## src/rtl/uart_tx_ctrl.sv

```systemverilog
// UART transmit sequencing controller: host byte handshake into the data register/FIFO,
// FIFO pop and shifter load per frame, baud divisor ownership and frame counting.
//
// Write FSM
//   state  | meaning
//   W_IDLE | ready for a host byte (unless FIFO full)
//   W_CAP  | busy low, data register captures data_out
//   W_PUSH | write_en high, byte pushed into the FIFO
// Read FSM
//   state  | meaning
//   R_IDLE | waiting for tx_en and a non-empty FIFO
//   R_POP  | read_en high
//   R_LOAD | load high, FIFO output moves into the shifter
//   R_WAIT | frame on the line, waiting for done
module uart_tx_ctrl #(
   parameter logic [15:0] BRD_RESET = 16'd325
) (
   input  logic        clk,
   input  logic        rst,
   input  logic        tx_valid,
   input  logic [7:0]  tx_data,
   output logic        tx_ready,
   input  logic        tx_en,
   input  logic        cfg_we,
   input  logic [15:0] cfg_brd,
   input  logic        fifo_empty,
   input  logic        fifo_full,
   input  logic        done,
   output logic [7:0]  data_out,
   output logic        busy,
   output logic        write_en,
   output logic        read_en,
   output logic        load,
   output logic [15:0] brd,
   output logic        tx_idle,
   output logic        cfg_err,
   output logic [15:0] frames_sent
);

   localparam logic [1:0] W_IDLE = 2'd0;
   localparam logic [1:0] W_CAP  = 2'd1;
   localparam logic [1:0] W_PUSH = 2'd2;

   localparam logic [1:0] R_IDLE = 2'd0;
   localparam logic [1:0] R_POP  = 2'd1;
   localparam logic [1:0] R_LOAD = 2'd2;
   localparam logic [1:0] R_WAIT = 2'd3;

   logic [1:0] w_state, w_nxt;
   logic [1:0] r_state, r_nxt;
   logic       accept;

   // Gated by rst so no handshake can complete while the block is held in reset.
   assign tx_ready = rst & (w_state == W_IDLE) & ~fifo_full;
   assign accept   = tx_valid & tx_ready;

   always_comb begin
      w_nxt = w_state;
      case (w_state)
         W_IDLE:  if (accept) w_nxt = W_CAP;
         W_CAP:   w_nxt = W_PUSH;
         W_PUSH:  w_nxt = W_IDLE;
         default: w_nxt = W_IDLE;
      endcase
   end

   always_comb begin
      r_nxt = r_state;
      case (r_state)
         R_IDLE:  if (tx_en && !fifo_empty) r_nxt = R_POP;
         R_POP:   r_nxt = R_LOAD;
         R_LOAD:  r_nxt = R_WAIT;
         R_WAIT:  if (done) r_nxt = R_IDLE;
         default: r_nxt = R_IDLE;
      endcase
   end

   always_ff @(posedge clk) begin
      if (!rst) begin
         w_state     <= W_IDLE;
         r_state     <= R_IDLE;
         data_out    <= 8'h00;
         busy        <= 1'b1;
         write_en    <= 1'b0;
         read_en     <= 1'b0;
         load        <= 1'b0;
         brd         <= BRD_RESET;
         tx_idle     <= 1'b1;
         cfg_err     <= 1'b0;
         frames_sent <= 16'd0;
      end else begin
         w_state  <= w_nxt;
         r_state  <= r_nxt;
         busy     <= (w_nxt != W_CAP);
         write_en <= (w_nxt == W_PUSH);
         read_en  <= (r_nxt == R_POP);
         load     <= (r_nxt == R_LOAD);
         if (accept)
            data_out <= tx_data;
         if (r_state == R_WAIT && done)
            frames_sent <= frames_sent + 16'd1;
         // A push landing on this edge means the FIFO flag is stale, so it is not idle.
         tx_idle <= (w_nxt == W_IDLE) && (r_nxt == R_IDLE) && fifo_empty && !write_en;
         cfg_err <= cfg_we & ~tx_idle;
         if (cfg_we && tx_idle)
            brd <= cfg_brd;
      end
   end

endmodule

```

## config.mk

```make
export PLATFORM = sky130hd
export DESIGN_NAME = uart_tx_ctrl
export DESIGN_NICKNAME = d
export VERILOG_FILES = /design/src/rtl/uart_tx_ctrl.sv
export SDC_FILE = /design/constraint.sdc
export NUM_CORES = 1
export LEC_CHECK = 0
export CAP_MARGIN = 20
export CORE_ASPECT_RATIO = 1.5
export CORE_MARGIN = 2
export CORE_UTILIZATION = 45
export DETAILED_ROUTE_END_ITERATION = 8
export PLACE_DENSITY = 0.84
export SETUP_SLACK_MARGIN = 0.02
export SLEW_MARGIN = 20
export SYNTH_ARGS = -nofsm -noshare
export SYNTH_HDL_FRONTEND = slang
export SYNTH_SLANG_ARGS = --single-unit
```

## constraint.sdc

```tcl
create_clock -name clk -period 2.4 [get_ports clk]
set_input_delay 0.24 -clock clk [delete_from_list [all_inputs] [get_ports clk]]
set_output_delay 0.24 -clock clk [all_outputs]
set_load 0.02 [all_outputs]
```

==> results.ini <==
[outcome]
status = finished clean

[layout]
fin_nets = 327
n_antenna_cell = 0
fin_util = 0.700
fill_cells = 325
area_delta_synth_final_pct = 49.7
final_area_sq_um = 2770
drive_above_1_share = 0.0578

[setup_path]
worstSetupPathType = input port to output pin
critPathBufInv = 2
crit_family = buffers and inverters
crit_required_ns = 2.16
critPathMaxStageDelay_ns = 0.69
slowest_stage = clkdlybuf4s50_1
path_max_fanout = 2
crit_path_start_kind = input port
crit_path_start = fifo_full
critical_path.endpoint_type = output pin
r2r_start = frames_sent[0]
crit_top_cell = clkdlybuf4s50_1
arrival_ns = 1.71
cp_cell_sequence = clkdlybuf4s50_1 -> nor4b_4 -> clkdlybuf4s50_1

[logic_synthesis]
syn_nets = 247
syn_area_per_cell_sq_um = 8.65
yosysWarnings = 0
ys.flop_type = dfxtp_1
yosysSeqAreaShare = 0.530
yosys-top-cells-area = dfxtp_1 (53%), nand2_1 (10%), a21oi_1 (5.9%)
ys_top_cells_by_count = nand2_1 (50), dfxtp_1 (49), a21oi_1 (22)
synth-seq-cells = 49
synth.most_common_cell = nand2_1
synth-edff-count = 0
netlist_area_sq_um = 1850
yosysTopAreaCell = dfxtp_1
synthArstFlopShare = 0
syn_inst = 214
synth_top_area_share = 0.530
synth.distinct_cells = 29

[cts]
insertion_delay_ns = 0.30
clock_sinks = 49
hold_buffers = 0
cts_tree = built
h-tree-depth = 2
clock_path_buffers = 2
cts_resized = 0
cts_buffers = 5
post_cts_buffers = 0
path_clk_slew_ns = 0.08
root_buffer = clkbuf_8

[power]
power.total_mw = 1.58
clkPwrFrac = 0.309
power.switching_mw = 0.387
ir_worst_vdd_mv = 0.481
power_frac_seq = 0.548
comb_power_share = 0.143
swShare = 0.245
power.density_nw_per_um2 = 569
p_leak_nw = 1.02
internal_power_mw = 1.19

[timing]
rsz0062_at_grt = no
fin_skew_ns = 0.00526
fmax_mhz = 514
fin_ws_ns = 0.453
maxSlewHeadroom = 0.621
tightest_slew_ns = 0.568
hold_violations = 0
final.setup.tns_ns = 0
period_needed_ns = 1.95
fin_crit_sh = 0.811
drv_slew = 0
setup_viol = 0

[routing]
wl_per_cell_um = 13.5
drt-pass1-iter-count = 4
vias = 1788
drtIter0Drc = 45
post-route-drc-count = 0
ant_nets = 0
via_per_inst = 5.27
routed_wl_mm = 4.59

[global_routing]
gr-total-overflow = 0
grtUsageMet1 = 0.211
grt_pass1_vias = 1669
busiest_layer = met2
grt_pass1_wl_mm = 7.33
met2_usage = 0.374
grt_max_degree = 22
grtUsageMet3 = 0.0576
antenna_found_initial = 0
grt_usage = 0.203

[die]
io-pin-count = 79
placement_rows = 28
die_h_um = 82.6
fp.coreArea_sq_um = 3960
fp.dieArea_sq_um = 4650
die_x_um = 56.4
initial_utilization = 0.468

[min_path]
hp-class = flop to flop
holdCritStartpoint = brd[15]

[run]
cap_viol_max_count = 0

[place]
dpl_worst_slack_ns = 0.441
place_congestion = 0.868
io_buffers = 78
hpwl_mm = 3.49
dpl-instance-area_sq_um = 2690

-- sequential cells by signal (all words and copies together) (netlist names) --
register     count
load             1
w_state          1
frames_sent     16
busy             1
tx_idle          1
cfg_err          1
brd             16
read_en          1
r_state          2
data_out         8
write_en         1
-- metrics by stage --
stage | instances | hold slack, ns
2_1_floorplan | 214 | 0.364
3_3_place_gp | 332 | 0.442
3_5_place_dp | 332 | 0.446
4_1_cts | 339 | 0.458
5_1_grt | 339 | 0.475
6_report | 339 | 0.456
-- cells in the final DEF (no fill, tap or decap), types with 4 or more instances in the layout --
cell type,instances
a21oi_1,22
buf_4,4
clkbuf_8,6
clkdlybuf4s50_1,78
dfxtp_1,49
inv_1,4
nand2_1,50
nand3_1,19
nand4_1,4
nor2_1,14
nor4_1,4
xnor2_1,7
-- worst register-to-register path, delay by kind of cell, from the launching register on --
family / cells / cell delay [ns]
and+or+nand+nor: 3 / 0.88
DFF: 1 / 0.40
adders and majority gates: 1 / 0.21
AOI/OAI and AO/OA: 1 / 0.15
-- kinds of logic after synthesis --
group,Yosys count,share of synthesized area
xor+xnor,10,0.0473
simple gates,110,0.292
fa+ha+maj,1,0.00676
mux,3,0.0162
flops,49,0.530
buf+inv,13,0.0263
compound gates,28,0.0818
-- power groups by stage --
stage               Sequential, mW  Clock, mW  Combinational [mW]
global placement             0.882          0               0.225
floorplan                    0.915          0              0.0664
finish                       0.865      0.487               0.226
global route                 0.869      0.532               0.245
CTS                          0.865      0.496               0.228
detailed placement           0.884          0               0.227
-- path summary, 6_finish.rpt --
path	to	slack [ns]	depth (start not counted)
setup / recovery	tx_ready	0.45	3
hold / removal	brd[15]	0.46	2
setup reg to reg	frames_sent[12]	0.70	5
hold reg to reg	brd[15]	0.46	2
-- metal layers --
layer / up-vias / routed length, um
li1: 883 / -
met4: 0 / 97
met3: 7 / 235
met5: - / 0
met2: 54 / 2490
met1: 844 / 1770
-- final cells by class --
| class | count | area [sq um] | area share |
|---|---|---|---|
| Multi-Input combinational cell | 152 | 822 | 0.297 |
| Timing Repair Buffer | 82 | 811 | 0.293 |
| Clock buffer | 7 | 86.3 | 0.0312 |
| Tap cell | 45 | 56.3 | 0.0203 |
| Inverter | 4 | 15.0 | 0.00542 |
| Sequential cell | 49 | 981 | 0.354 |
No activity file was read; power rests on OpenSTA's default activity.
